[src/rtl/ervp_product_accumulator.sv]
// ---------------------------------------------------------------------------
// ervp_product_accumulator
//
// Pipelined signed multiply-accumulate stage. Operand pairs arrive on a
// valid/ready handshake, each full-width signed product is registered (P),
// then sign-extended and summed into a guarded accumulator. A beat marked
// last closes the group: the sum, beat count and overflow flag are presented
// on a second valid/ready handshake and the accumulator restarts from zero.
//
// Handshake rule (both ports): a transfer happens on a rising clk edge where
// valid and ready are both high; a valid producer holds valid and its payload
// stable until that edge.
//
// Configuration macro:
//   ERVP_PRODUCT_ACCUMULATOR_SATURATION_EN  defined   -> clamp on overflow
//                                            undefined -> two's-complement wrap
//
// Ports:
//   clk, rstnn          clock (rising edge) / async active-low reset
//   clear               synchronous group abort (drops P and partial sum)
//   in_valid/in_ready   operand beat handshake
//   in_last             beat closes the current group
//   in_multiplicand     signed operand, BW_MULTIPLICAND bits
//   in_multiplier       signed operand, BW_MULTIPLIER bits
//   out_valid/out_ready result handshake
//   out_result          signed group sum, BW_ACC bits
//   out_count           beats in group, wraps modulo 2^BW_COUNT
//   out_overflow        group sum left the signed BW_ACC range
// ---------------------------------------------------------------------------
module ervp_product_accumulator #(
   parameter int BW_MULTIPLICAND = 32,
   parameter int BW_MULTIPLIER   = 32,
   parameter int BW_ACC          = 72,
   parameter int BW_COUNT        = 16,
   parameter int USE_LIBRARY     = 1
) (
   input  logic                       clk,
   input  logic                       rstnn,
   input  logic                       clear,
   input  logic                       in_valid,
   output logic                       in_ready,
   input  logic                       in_last,
   input  logic [BW_MULTIPLICAND-1:0] in_multiplicand,
   input  logic [BW_MULTIPLIER-1:0]   in_multiplier,
   output logic                       out_valid,
   input  logic                       out_ready,
   output logic [BW_ACC-1:0]          out_result,
   output logic [BW_COUNT-1:0]        out_count,
   output logic                       out_overflow
);

   localparam int BW_PRODUCT = BW_MULTIPLICAND + BW_MULTIPLIER;
   localparam logic [BW_ACC-1:0] ACC_MAX = {1'b0, {(BW_ACC-1){1'b1}}};
   localparam logic [BW_ACC-1:0] ACC_MIN = {1'b1, {(BW_ACC-1){1'b0}}};

   logic                  en;
   logic [BW_PRODUCT-1:0] product_comb;
   logic [BW_PRODUCT-1:0] p_reg;
   logic                  p_valid;
   logic                  p_last;
   logic [BW_ACC-1:0]     acc;
   logic [BW_ACC-1:0]     p_ext;
   logic [BW_ACC-1:0]     sum_raw;
   logic [BW_ACC-1:0]     sum;
   logic [BW_COUNT-1:0]   cnt;
   logic [BW_COUNT-1:0]   cnt_next;
   logic                  ovf;
   logic                  step_ovf;
   logic                  step;

   // The whole pipe advances only when the result slot is free or being taken.
   assign en       = ~out_valid | out_ready;
   assign in_ready = en & ~clear;
   assign step     = en & p_valid & ~clear;

   ERVP_MULTIPLIER #(
      .BW_MULTIPLICAND (BW_MULTIPLICAND),
      .BW_MULTIPLIER   (BW_MULTIPLIER),
      .USE_LIBRARY     (USE_LIBRARY)
   ) i_multiplier (
      .multiplicand (in_multiplicand),
      .multiplier   (in_multiplier),
      .product      (product_comb)
   );

   assign p_ext    = BW_ACC'($signed(p_reg));
   assign sum_raw  = acc + p_ext;
   assign cnt_next = cnt + BW_COUNT'(1);
   // Signed overflow: both addends share a sign the sum does not.
   assign step_ovf = (acc[BW_ACC-1] == p_ext[BW_ACC-1]) &&
                     (sum_raw[BW_ACC-1] != acc[BW_ACC-1]);

`ifdef ERVP_PRODUCT_ACCUMULATOR_SATURATION_EN
   // Clamp toward the sign of the addends; later adds continue from the clamp.
   assign sum = step_ovf ? (acc[BW_ACC-1] ? ACC_MIN : ACC_MAX) : sum_raw;
`else
   assign sum = sum_raw;
`endif

   // Product register stage.
   always_ff @(posedge clk or negedge rstnn) begin
      if (!rstnn) begin
         p_valid <= 1'b0;
         p_last  <= 1'b0;
         p_reg   <= '0;
      end else if (clear) begin
         p_valid <= 1'b0;
      end else if (en) begin
         p_valid <= in_valid;
         if (in_valid) begin
            p_last <= in_last;
            p_reg  <= product_comb;
         end
      end
   end

   // Accumulator, beat counter and sticky overflow for the open group.
   always_ff @(posedge clk or negedge rstnn) begin
      if (!rstnn) begin
         acc <= '0;
         cnt <= '0;
         ovf <= 1'b0;
      end else if (clear) begin
         acc <= '0;
         cnt <= '0;
         ovf <= 1'b0;
      end else if (step) begin
         if (p_last) begin
            acc <= '0;
            cnt <= '0;
            ovf <= 1'b0;
         end else begin
            acc <= sum;
            cnt <= cnt_next;
            ovf <= ovf | step_ovf;
         end
      end
   end

   // Result slot: a new result may replace the one taken in the same cycle.
   // clear leaves a pending result untouched.
   always_ff @(posedge clk or negedge rstnn) begin
      if (!rstnn) begin
         out_valid    <= 1'b0;
         out_result   <= '0;
         out_count    <= '0;
         out_overflow <= 1'b0;
      end else begin
         if (out_valid && out_ready) begin
            out_valid <= 1'b0;
         end
         if (step && p_last) begin
            out_valid    <= 1'b1;
            out_result   <= sum;
            out_count    <= cnt_next;
            out_overflow <= ovf | step_ovf;
         end
      end
   end

endmodule

// ---------------------------------------------------------------------------
// ERVP_MULTIPLIER
//
// Full-width signed multiplier (combinational).
//   multiplicand  signed, BW_MULTIPLICAND bits
//   multiplier    signed, BW_MULTIPLIER bits
//   product       signed, BW_MULTIPLICAND+BW_MULTIPLIER bits
// USE_LIBRARY != 0 maps onto the synthesis tool's multiplier; otherwise a
// plain shift-add form is built where the multiplier MSB carries negative
// weight (two's complement).
// ---------------------------------------------------------------------------
module ERVP_MULTIPLIER #(
   parameter int BW_MULTIPLICAND = 32,
   parameter int BW_MULTIPLIER   = 32,
   parameter int USE_LIBRARY     = 1
) (
   input  logic [BW_MULTIPLICAND-1:0]               multiplicand,
   input  logic [BW_MULTIPLIER-1:0]                 multiplier,
   output logic [BW_MULTIPLICAND+BW_MULTIPLIER-1:0] product
);

   localparam int BW_P = BW_MULTIPLICAND + BW_MULTIPLIER;

   logic [BW_P-1:0] a_ext;
   logic [BW_P-1:0] b_ext;

   assign a_ext = BW_P'($signed(multiplicand));
   assign b_ext = BW_P'($signed(multiplier));

   generate
      if (USE_LIBRARY != 0) begin : g_library
         // Low BW_P bits of the extended product equal the signed product.
         assign product = a_ext * b_ext;
      end else begin : g_shift_add
         logic [BW_P-1:0] partial;
         always_comb begin
            partial = '0;
            for (int i = 0; i < BW_MULTIPLIER; i++) begin
               if (multiplier[i]) begin
                  if (i == BW_MULTIPLIER-1) partial = partial - (a_ext << i);
                  else                      partial = partial + (a_ext << i);
               end
            end
         end
         assign product = partial;
      end
   endgenerate

endmodule

[config.mk]
export PLATFORM = sky130hd
export DESIGN_NAME = ervp_product_accumulator
export DESIGN_NICKNAME = d
export VERILOG_FILES = /design/src/rtl/ervp_product_accumulator.sv
export SDC_FILE = /design/constraint.sdc
export NUM_CORES = 2
export LEC_CHECK = 0
export BUFFER_PORTS_ARGS = -buffer_cell sky130_fd_sc_hd__buf_2
export CAP_MARGIN = 0
export CORE_ASPECT_RATIO = 0.6
export CORE_UTILIZATION = 30
export CTS_BUF_LIST = sky130_fd_sc_hd__clkbuf_4 sky130_fd_sc_hd__clkbuf_8 sky130_fd_sc_hd__clkbuf_16
export DETAILED_ROUTE_END_ITERATION = 10
export PLACE_DENSITY = 0.45
export REMOVE_ABC_BUFFERS = 1
export SLEW_MARGIN = 20
export SYNTH_ARGS = -nofsm -noshare
export SYNTH_HDL_FRONTEND = slang
export SYNTH_SLANG_ARGS = --single-unit
[constraint.sdc]
create_clock -name clk -period 4.4 [get_ports clk]
set_clock_uncertainty 0.2 [all_clocks]
set_input_delay 0.88 -clock clk [delete_from_list [all_inputs] [get_ports clk]]
set_output_delay 0.88 -clock clk [all_outputs]
set_load 0.01 [all_outputs]
==> impl_metrics.ini <==
[worst_setup_path]
crit_fanout = 6
worstPathRequired_ns = 4.66
timing.critical_path.buf_inv = 5
startpoint_class = input pin
worst_path_max_delay_cell = fa_2
critical-path-max-stage-delay_ns = 0.61
critical_path_capture_point_type = flop
beginning_of_the_worst_register_to_register_path = p_reg[15]
crit_start = in_multiplicand[17]
arrival_ns = 8.14
path_delay_family = adder cells
critical_path.most_common_cell = fa_1
crit_type = in2reg

[clock_tree]
h-tree-depth = 1
cts_inserted_buffers = 24
clock_path_buffers = 3
clock_insertion_delay_worst_skew_ns = 0.57
ctsRootBufferMaster = clkbuf_16
clkSlewWorstSetupHoldPaths_ns = 0.07
cts.sink_count = 245
cts_tree = yes

[sta]
final-max-slew-violation-count = 0
clock.fmax_ghz = 0.127
fin_tns_setup_ns = -153.02
unrepaired_setup_endpoints_after_global_routing = true
fin_ws_ns = -3.48
period_share_pct = 179
final.min_clock_period_ns = 7.88
timing.max_slew.rel_slack_pct = 39.9
transition_time_at_the_pin_with_the_least_slew_margin_ns = 0.899
finalSetupViolations = 57
finalHoldViolations = 0

[status]
failed_checks = setup timing
run_status = finished, violations left

[drt]
detailedRoute.firstPassIterationCount = 7
vias = 37300
routedWlPerCell_um = 19.2
detail-route-antenna-nets = 0
route.detailed.vias_per_inst = 4.66
drt_wl_total_um = 153000
drc_errors = 0
drt_first_iter_violations = 2484

[floorplanning]
top_level_i_o_count = 161
design.die.area_um2 = 167000
initial_utilization_pct = 30.5
die_h_um = 316
core.rowCount = 114
die_width_um = 526
placeableCoreArea_um2 = 162000

[cells_and_area]
layout-area-overhead-vs-synth_pct = 22.6
fraction_of_layout_instances_using_a_drive_strength_above_1_pct = 19.2
final_cell_mix = fa_1, inv_1, nand2_1
num-nets-final = 7231
final_util_pct = 37.4
final_common_cell = fa_1
fillCellCount = 16400

[synthesis]
async_flop_share_pct = 100
postSynthRegisterBits = 245
synth_edf_count = 0
synth_area_per_cell_um2 = 9.28
post_synth_instance_area_um2 = 49500
postSynthCellCount = 5330
synth_sequential_area_ratio_pct = 12.4
ys.warnings.count = 0
synth.distinct_cells = 84
synth-main-ff-cell = dfrtp_1

[placed_design]
setup_slack_placement_ns = -4.91
detailedPlacementHpwl_um = 128000
buffer_ports.inserted = 160
gp_congestion = 0.857

[grt]
first_global_vias = 40600
grt_pass1_wl_um = 243000
gr-total-overflow = 0
total_global_routing_track_utilization_pct = 18.7
maximum_number_of_pins_on_one_net_before_global_route_repair = 76
grt_antenna_before_repair = 10

[hold_path]
hold_path.class = in2async

[run]
max_cap_violations = 0
==> final cells by class <==
class / instances / area (um^2) / area share (%)
Inverter: 978 / 3680 / 6.07
Multi-Input combinational cell: 3814 / 40300 / 66.4
Clock buffer: 29 / 657 / 1.08
Antenna cell: 3 / 7.51 / 0.0124
Sequential cell: 245 / 6130 / 10.1
Tap cell: 2146 / 2690 / 4.43
Timing Repair Buffer: 759 / 7030 / 11.6
Clock inverter: 15 / 160 / 0.264
==> through the flow <==
step | cell area, um^2 | cells | hold slack [ns]
2_1_floorplan | 48300 | 5037 | 0.245
3_3_place_gp | 56100 | 7850 | 0.258
3_5_place_dp | 56100 | 7850 | 0.260
4_1_cts | 59100 | 7952 | 0.100
5_1_grt | 60600 | 7987 | 0.114
6_report | 60600 | 7989 | 0.0833
==> final timing paths <==
check                                      end  slack, ns  cells past startpoint
worst max-delay path                 p_reg[63]      -3.48                     26
worst min-delay path             out_result[4]       0.08                      1
worst max register to register         acc[68]       0.18                     12
worst min register to register  out_result[49]       0.27                      2
max in group asynchronous            p_reg[60]       2.99                      2
min in group clk                out_result[49]       0.27                      2
==> cell usage after synthesis (7+ instances only) <==
master | instances | area (um^2)
nand4_1 | 27 | 169
inv_1 | 976 | 3660
nor2b_1 | 14 | 87.6
and3_1 | 26 | 163
nor2_1 | 129 | 484
ha_1 | 256 | 3200
mux2_2 | 10 | 113
o21ai_1 | 20 | 100
xor2_1 | 54 | 473
a21oi_1 | 140 | 701
o21ai_0 | 161 | 806
dfrtp_1 | 245 | 6130
o21bai_1 | 29 | 218
nand3_1 | 36 | 180
a31oi_1 | 19 | 119
o211ai_1 | 7 | 52.6
o21a_1 | 21 | 158
a21o_1 | 78 | 586
nor3_1 | 20 | 100
o31ai_1 | 9 | 67.6
a22o_1 | 69 | 604
a211oi_1 | 16 | 120
nand2b_1 | 22 | 138
clkbuf_1 | 282 | 1060
xnor2_1 | 92 | 806
nand2_1 | 847 | 3180
a21boi_0 | 7 | 52.6
fa_1 | 1083 | 21700
or3_1 | 7 | 43.8
and2_1 | 520 | 3250
buf_1 | 7 | 26.3
==> layer usage <==
layer  track usage (%)  up-vias  routed length [um]
met1              29.9    19200               80800
met5                 0        -                   0
li1                  -    17100                   -
met2              26.6      831               60900
met3              3.73       80               10500
met4              1.39        0                1100
==> logic make-up after synthesis <==
kind of cell / count (synthesis) / share of synthesized area (%)
and+or+nand+nor: 1681 / 16.3
adders and majority gates: 1339 / 50.3
buffers and inverters: 1271 / 9.66
AOI/OAI and AO/OA: 635 / 8.42
DFF: 245 / 12.4
xor gates and xnor gates: 146 / 2.59
muxes: 13 / 0.288
==> what timing repair did <==
| item | CTS | global route |
|---|---|---|
| resized for setup | 421 | 268 |
| pin swaps | 143 | 138 |
| gates cloned | 4 | 9 |
| hold buffers | 0 | 0 |
| buffers inserted | 58 | 42 |
| endpoints found under the setup margin | 58 | 58 |
Power is left out: the tool's default activity adds up to more than one toggle a clock period on the data nets, which glitch-free logic cannot reach.
